**config.mk**
```make
export PLATFORM = sky130hd
export DESIGN_NAME = conv_frame_ctrl
export DESIGN_NICKNAME = d
export VERILOG_FILES = /design/src/rtl/conv_pkg.sv /design/src/rtl/conv_tag_pipe.sv /design/src/rtl/conv_frame_ctrl.sv
export SDC_FILE = /design/constraint.sdc
export NUM_CORES = 1
export LEC_CHECK = 0
export BUFFER_PORTS_ARGS = -buffer_cell sky130_fd_sc_hd__clkbuf_2
export CAP_MARGIN = 20
export CORE_MARGIN = 2
export CORE_UTILIZATION = 45
export CTS_BUF_LIST = sky130_fd_sc_hd__clkbuf_8
export DETAILED_ROUTE_END_ITERATION = 8
export MAX_ROUTING_LAYER = met4
export PLACE_DENSITY = 0.76
export SKIP_LAST_GASP = 1
export SLEW_MARGIN = 10
export SYNTH_ARGS = -nofsm -noshare
export SYNTH_HDL_FRONTEND = slang
export SYNTH_SLANG_ARGS = --single-unit
```
**constraint.sdc**
```tcl
create_clock -name clk -period 3.2 [get_ports clk]
set_input_delay 0.16 -clock clk [delete_from_list [all_inputs] [get_ports clk]]
set_output_delay 0.16 -clock clk [all_outputs]
set_load 0.05 [all_outputs]
```
**src/rtl/conv_pkg.sv**
```systemverilog
// conv_pkg: shared FSM state type and datapath widths for the convolution frame controller.
package conv_pkg;
    typedef enum logic [1:0] {ST_IDLE, ST_RUN, ST_DRAIN} state_t;
    localparam int NUM_TAPS = 9;
    localparam int WEIGHT_W = 8;
    localparam int ACC_W    = 32;
endpackage

```
**src/rtl/conv_tag_pipe.sv**
```systemverilog
// conv_tag_pipe: 1-bit delay line aligning window-valid tags with engine results.
module conv_tag_pipe #(
    parameter int DEPTH = 8
) (
    input  logic clk,
    input  logic rst,
    input  logic i_tag,
    output logic o_tag
);
    logic [DEPTH-1:0] r_sr;

    always_ff @(posedge clk) begin
        if (rst) r_sr <= '0;
        else     r_sr <= (r_sr << 1) | DEPTH'(i_tag);
    end

    assign o_tag = r_sr[DEPTH-1];
endmodule

```
**src/rtl/conv_frame_ctrl.sv**
```systemverilog
// conv_frame_ctrl: frame sequencing, weight shadowing and border filtering for a 3x3 conv engine.
// Optional CONV_CTRL_RELU_EN clamps negative results to zero.
module conv_frame_ctrl
    import conv_pkg::*;
#(
    parameter int IMG_WIDTH   = 32,
    parameter int IMG_HEIGHT  = 32,
    parameter int ENG_LATENCY = 8
) (
    input  logic                         clk,
    input  logic                         rst,
    input  logic                         cfg_we,
    input  logic [3:0]                   cfg_addr,
    input  logic [WEIGHT_W-1:0]          cfg_wdata,
    input  logic                         start,
    output logic                         busy,
    output logic                         done,
    input  logic                         s_valid,
    input  logic [7:0]                   s_data,
    output logic                         s_ready,
    output logic                         eng_valid,
    output logic [7:0]                   eng_data,
    output logic [NUM_TAPS*WEIGHT_W-1:0] eng_weights,
    input  logic [ACC_W-1:0]             eng_out_pixel,
    input  logic                         eng_out_valid,
    output logic                         m_valid,
    output logic [ACC_W-1:0]             m_data,
    output logic                         m_last
);
    localparam int CW   = $clog2(IMG_WIDTH);
    localparam int RW   = $clog2(IMG_HEIGHT);
    localparam int NRES = (IMG_WIDTH - 2) * (IMG_HEIGHT - 2);
    localparam int NW   = $clog2(NRES + 1);

    state_t                       r_state, w_next;
    logic [WEIGHT_W-1:0]          r_w [NUM_TAPS];
    logic [NUM_TAPS*WEIGHT_W-1:0] r_shadow, w_flat;
    logic [CW-1:0]                r_col;
    logic [RW-1:0]                r_row;
    logic [NW-1:0]                r_cnt;
    logic                         w_start, w_xfer, w_last_px, w_tag, w_tag_d, w_emit;
    logic                         r_m_valid, r_m_last, r_done;
    logic [ACC_W-1:0]             r_m_data, w_res;

    always_comb begin
        w_start   = (r_state == ST_IDLE) && start;
        w_xfer    = (r_state == ST_RUN) && s_valid;
        w_last_px = w_xfer && (r_row == RW'(IMG_HEIGHT - 1)) && (r_col == CW'(IMG_WIDTH - 1));
        busy      = r_state != ST_IDLE;
        s_ready   = r_state == ST_RUN;
        w_next    = w_start ? ST_RUN :
                    w_last_px ? ST_DRAIN :
                    (r_state == ST_DRAIN && r_m_last) ? ST_IDLE : r_state;
    end

    always_comb begin
        w_flat = '0;
        for (int i = 0; i < NUM_TAPS; i++) w_flat[i*WEIGHT_W +: WEIGHT_W] = r_w[i];
    end

    // Only interior pixels complete a full 3x3 window; border results are dropped.
    assign w_tag  = w_xfer && (r_row >= RW'(2)) && (r_col >= CW'(2));
    assign w_emit = eng_out_valid && w_tag_d;

`ifdef CONV_CTRL_RELU_EN
    assign w_res = eng_out_pixel[ACC_W-1] ? '0 : eng_out_pixel;
`else
    assign w_res = eng_out_pixel;
`endif

    conv_tag_pipe #(.DEPTH(ENG_LATENCY)) u_tag_pipe (
        .clk   (clk),
        .rst   (rst),
        .i_tag (w_tag),
        .o_tag (w_tag_d)
    );

    always_ff @(posedge clk) begin
        if (rst) begin
            r_state   <= ST_IDLE;
            for (int i = 0; i < NUM_TAPS; i++) r_w[i] <= '0;
            r_shadow  <= '0;
            r_col     <= '0;
            r_row     <= '0;
            r_cnt     <= '0;
            r_m_valid <= 1'b0;
            r_m_last  <= 1'b0;
            r_m_data  <= '0;
            r_done    <= 1'b0;
        end else begin
            r_state <= w_next;
            if (cfg_we && cfg_addr < 4'(NUM_TAPS)) r_w[cfg_addr] <= cfg_wdata;
            if (w_start) begin
                r_shadow <= w_flat;
                r_col    <= '0;
                r_row    <= '0;
            end else if (w_xfer) begin
                r_col <= (r_col == CW'(IMG_WIDTH - 1)) ? '0 : r_col + 1'b1;
                r_row <= (r_col == CW'(IMG_WIDTH - 1)) ? r_row + 1'b1 : r_row;
            end
            if (w_start)     r_cnt <= '0;
            else if (w_emit) r_cnt <= r_cnt + 1'b1;
            r_m_valid <= w_emit;
            r_m_last  <= w_emit && (r_cnt == NW'(NRES - 1));
            r_m_data  <= w_res;
            r_done    <= (r_state == ST_DRAIN) && r_m_last;
        end
    end

    assign done        = r_done;
    assign eng_valid   = w_xfer;
    assign eng_data    = s_data;
    assign eng_weights = r_shadow;
    assign m_valid     = r_m_valid;
    assign m_data      = r_m_data;
    assign m_last      = r_m_last;
endmodule

```
# After elaboration in Yosys (flattened, before gate mapping)

Memories as Yosys holds them, arrays and structs flattened. A register that Yosys moved wholly into a read port is not among the register bits.
Cells that the tools add are included.

Bits in registers: 65
Memory bits (writable): 72
Input bits: 58
Output and inout bits: 118
Word-level logic and storage cells: 52
Memories: 1

Add/sub/neg operators: 3
Magnitude comparators: 3
Equality and inequality tests: 5
Mux-type cells: 12
Bitwise logic cells: 1
Reductions and logical operators: 17

Memory list:

| name | depth | width | rd ports | clocked after memory_dff | write ports | RTL line              | RTL |
|---|---|---|---|---|---|---|---|
| r_w  | 9     | 8     | 9        | 9                        | 9           | conv_frame_ctrl.sv:36 | `logic [WEIGHT_W-1:0] r_w [NUM_TAPS];` |

Operator list:

| cell                  | count |
|---|---|
| $add 10x1->10 const B | 1 |
| $add 5x1->5 const B   | 2 |
| $eq 10x10->1 const B  | 1 |
| $eq 5x5->1 const B    | 2 |
| $ge 5x2->1 const B    | 2 |
| $logic_and 1x1->1     | 10 |
| $mux 8                | 1 |
| $or 8x1->8            | 1 |
| $reduce_or 8->1       | 1 |
| $mux 1                | 7 |
| $mux 5                | 1 |
| $lt 4x4->1 const B    | 1 |
| $mux 2                | 2 |
| $mux 4                | 1 |
| $reduce_bool 2->1     | 2 |
| $reduce_bool 3->1     | 1 |
| $eq 2x1->1 const B    | 1 |
| $eq 2x2->1 const B    | 1 |
| $logic_not 2->1       | 1 |
| $reduce_and 2->1      | 1 |
| $reduce_or 2->1       | 1 |

# Longest topological paths before layout

Depth in word-level cells: 7
Gate-level depth with buffers: 6
Gate-level depth less buffers: 6

# By module

From an unflattened synthesis, not the netlist that was laid out.

Cell total of the unflattened synthesis: 710
Area total of the unflattened synthesis: 7543.5 sq um

By module, submodules not included:

| module          | times used | cells an instance | area an instance (sq um) | sequential area each (sq um) |
|---|---|---|---|---|
| conv_frame_ctrl | 1          | 694               | 7333.3                   | 4744.6 |
| conv_tag_pipe   | 1          | 16                | 210.2                    | 160.2 |

# Worst setup path before layout

OpenSTA, ideal clock, no wires.

Path type: input port to flip-flop
From: input rst
To: memory r_w[1][0] (enable)
Arrival: 1.547 ns
Required time: 2.816 ns
Setup slack: 1.269 ns
Cell stages on the path: 4
Path through: buf_6 > or4b_4 > buf_6 > o21ai_0

RTL lines:

| what            | RTL line              | RTL |
|---|---|---|
| start, declared | conv_frame_ctrl.sv:11 | `input logic rst,` |
| end, declared   | conv_frame_ctrl.sv:36 |  |

# Worst setup path in the final report

From: register r_state[0]
To: register r_row[1]

Longest elaborated chain between the ends: 3
Elaborated cells between the ends (all ways): 6

RTL lines:

| what                                                          | RTL line                                     | RTL |
|---|---|---|
| start, declared                                               | conv_frame_ctrl.sv:35                        | `state_t r_state, w_next;` |
| start signal, assigned                                        | conv_frame_ctrl.sv:91                        | `r_state <= w_next;` |
| $eq 2x1->1 or $logic_not 2->1 (tied branches)                 | conv_frame_ctrl.sv:47, conv_frame_ctrl.sv:46 |  |
| $logic_and 1x1->1 (on tied branches)                          | conv_frame_ctrl.sv:47, conv_frame_ctrl.sv:46 |  |
| $reduce_and 2->1 (no line) or $reduce_or 2->1 (tied branches) | n/a                                          |  |
| end signal, assigned                                          | conv_frame_ctrl.sv:99                        | `r_row <= (r_col == CW'(IMG_WIDTH - 1)) ? r_row + 1'b1 : r_row;` |
| end, declared                                                 | conv_frame_ctrl.sv:39                        | `logic [RW-1:0] r_row;` |

Parallel ways exist; a longest one is shown, timed or not.
A chain may end at the register's enable or synchronous reset.

==> impl_metrics.csv <==
group,metric,value,unit
sta,worstMarginPinSlew,0.762,ns
die,rows,47,
sta,grt_setup_unrepaired,"false",
pwr,power_density,621,mW/mm^2
routing,dr_total_vias,5591,
die,ios,176,
worst_setup_path,reg2reg_to,"r_row[1]",
placement,placed_area,0.00850,sq mm
worst_setup_path,cp-start-kind,"register",
clock_tree,cts.clk_slew.worst_paths,0.06,ns
worst_setup_path,worst-endpoint-arrival,2.75,ns
worst_setup_path,worstSetupPathDepth,4,
sta,tns,0,ns
synth,yosysMostFrequentCell,"nand2_1",
synth,synthTopCellsByArea,"dfxtp_1, edfxtp_1, nand2_1, and2_1, a21oi_1",
worst_setup_path,path_max_fanout,74,
die,core,0.0165,sq mm
global_route,antenna_found_initial,2,
clock_tree,cts_max_path_buffers,3,
worst_setup_path,path_cells,"or3b_2 > buf_4 > nand2_1 > a211oi_1",
die,start_util,0.457,
synth,synth_top_cell_area_share,0.363,
pwr,leakage,0.00395,uW
layout,final_layout_size_suffix_gt1_frac,0.244,
synth,postSynthCellCount,712,
routing,vias_per_cell,4.82,
worst_setup_path,slowest_stage,"buf_4",
synth,avgSynthCellArea,10.6,sq um
routing,dr.pass1.iters,4,
worst_setup_path,crit_required,3.63,ns
sta,slew_viol_final,0,
min_path,hp-class,"in -> reg",
synth,syn_nets,777,
routing,drtIter0Drc,281,
global_route,grt_pass1_vias,5439,
sta,period_minus_slack,2.31,ns
synth,synthFlopType,"dfxtp_1",
routing,wirelength,17.0,mm
routing,route.detailed.drc,0,
worst_setup_path,cp-end-kind,"register",
clock_tree,cts_tree,"built",
sta,maxSlewHeadroom,0.492,
worst_setup_path,r2r-start,"r_state[0]",
placement,gp_congestion,0.799,
synth,synth_cell_types,40,
min_path,hp-start,"s_valid",
routing,antenna_left,0,
worst_setup_path,slowest_delay,0.59,ns
min_path,whs_path_depth,3,
run_status,outcome,"finished, final reports clean",
synth,ys_seq_elements,209,
pwr,vdd_ir_drop_max,384,uV
global_route,grt_max_degree,75,
synth,syn_area,0.00756,sq mm
worst_setup_path,worst-r2r-setup-slack,0.89,ns
clock_tree,clockRootBuffer,"clkbuf_8",
flow_run,maxCapViolCount,0,
global_route,overflow,0,
clock_tree,ctsResizeCount,0,
clock_tree,clock_sinks,209,
sta,fmax,0.432,GHz
placement,hpwl,10.6,mm
worst_setup_path,worstPathBufferInverterCount,1,
clock_tree,clk_latency,0.52,ns
layout,syn_to_final_growth,26.2,%
clock_tree,numCtsBuffers,35,
worst_setup_path,critPathTopFamily,"simple AND/OR/NAND/NOR gates",
synth,synthArstFlopShare,0,
routing,wl_per_cell,14.6,um
synth,synth-seq-area-share,0.649,
synth,synth_edf_count,72,
clock_tree,htreeDepth,2,
sta,hold_violations,0,
die,die_y,134,um
global_route,track_usage,0.198,
global_route,grt_pass1_wl,27.0,mm
sta,fin_skew,0.0278,ns
min_path,min_to,"u_tag_pipe.r_sr[0]",
placement,io_buffers,159,
synth,ys_warn_count,0,
sta,finalCritPeriodShare,0.723,
sta,setup_viol,0,
die,die_area,0.0178,sq mm
synth,synth_common_cells,"nand2_1, dfxtp_1, a21oi_1",
synth,synth_top_area_cell,"dfxtp_1",
worst_setup_path,critical_path_class,"reg -> reg",
worst_setup_path,rr_worst_depth,4,
die,die_x,134,um
layout,fin_nets,975,
layout,design_area,0.00954,sq mm
state kept, by name, summed over array words and instances, names as in the netlist:
register / cells
eng_weights: 72
r_w: 72
m_data: 32
r_cnt: 10
u_tag_pipe.r_sr: 8
r_col: 5
r_row: 5
r_state: 2
done: 1
m_last: 1
m_valid: 1
worst max-delay path by stage:
stage | start | slack [ns] | to
floorplan | rst | 1.27 | r_w[1][0]
global placement | r_state[0] | 0.96 | r_row[1]
CTS | r_state[0] | 0.86 | r_row[1]
global route | r_state[0] | 0.67 | r_row[1]
finish | r_state[0] | 0.89 | r_row[1]
detailed placement | r_state[0] | 0.89 | r_row[1]
cell families (layout without fill, tap and decap cells):
logic type,Yosys count,count (layout),share of synthesized area
buf+inv,52,277,0.0339
xor+xnor,4,4,0.00464
flops,209,209,0.649
compound gates,109,109,0.0747
other cells,0,2,0
simple gates,331,331,0.226
fa+ha+maj,7,7,0.0116
cell usage in the layout, fill, tap and decap left out, types with 3 or more instances in the layout:
master	instances
nand2b_1	3
buf_4	12
nor2b_1	40
nor2_1	10
nor2_4	3
and3_1	3
o31ai_1	4
or4_1	6
clkbuf_2	158
dfxtp_1	137
inv_1	23
or3_1	6
ha_1	7
edfxtp_1	72
nor3_1	3
clkinv_2	3
o21ai_0	14
nor4b_1	3
a21oi_1	88
clkbuf_8	42
nand2_1	157
or2_2	4
nand3_1	7
dlygate4sd3_1	34
and2_1	72
worst reg2reg max path, delay by kind of cell, from the launching register on:
kind,cells,cell delay [ns]
and+or+nand+nor,2,0.78
DFF,1,0.54
buffers and inverters,1,0.59
AOI/OAI and AO/OA,1,0.31
report_power, final:
group	total [uW]	switching [uW]	leakage [uW]	internal, uW
clock network	2310	1030	0.000410	1280
logic	676	506	0.00173	170
registers	2940	56.7	0.00181	2880
total	5920	1600	0.00395	4330
cell type report:
| type | count | area, sq um |
|---|---|---|
| clock inverters | 22 | 121 |
| inverters | 9 | 33.8 |
| fillers | 1380 | 6980 |
| flip-flops and latches | 209 | 4900 |
| well taps | 220 | 275 |
| clock buffers | 42 | 578 |
| diodes | 2 | 5.00 |
| multi-input cells | 451 | 2400 |
| repair buffers | 204 | 1220 |
stage by stage:
| step | setup WS [ns] | power, uW | util | hold WS (ns) | instances |
|---|---|---|---|---|---|
| 5_1_grt | 0.666 | 6170 | 0.577 | 0.0609 | 1159 |
| 2_1_floorplan | 1.27 | 3470 | - | 0.288 | 712 |
| 3_3_place_gp | 0.958 | 3630 | 0.514 | 0.320 | 1059 |
| 3_5_place_dp | 0.886 | 3640 | 0.514 | 0.320 | 1059 |
| 6_report | 0.886 | 5920 | 0.577 | 0.0605 | 1159 |
| 4_1_cts | 0.860 | 5970 | 0.577 | 0.0300 | 1157 |
per-layer routing:
| layer | routed length [um] | track usage |
|---|---|---|
| met1 | 7230 | 0.235 |
| met2 | 8060 | 0.327 |
| met3 | 1340 | 0.0601 |
| met4 | 340 | 0.0585 |
| met5 | 0 | - |
what timing repair did:
action / CTS / global route
hold buffers: 34 / 0
endpoints found under the hold margin: 49 / 0
buffers inserted: 0 / 0
Power figures use the tool's default switching activity.
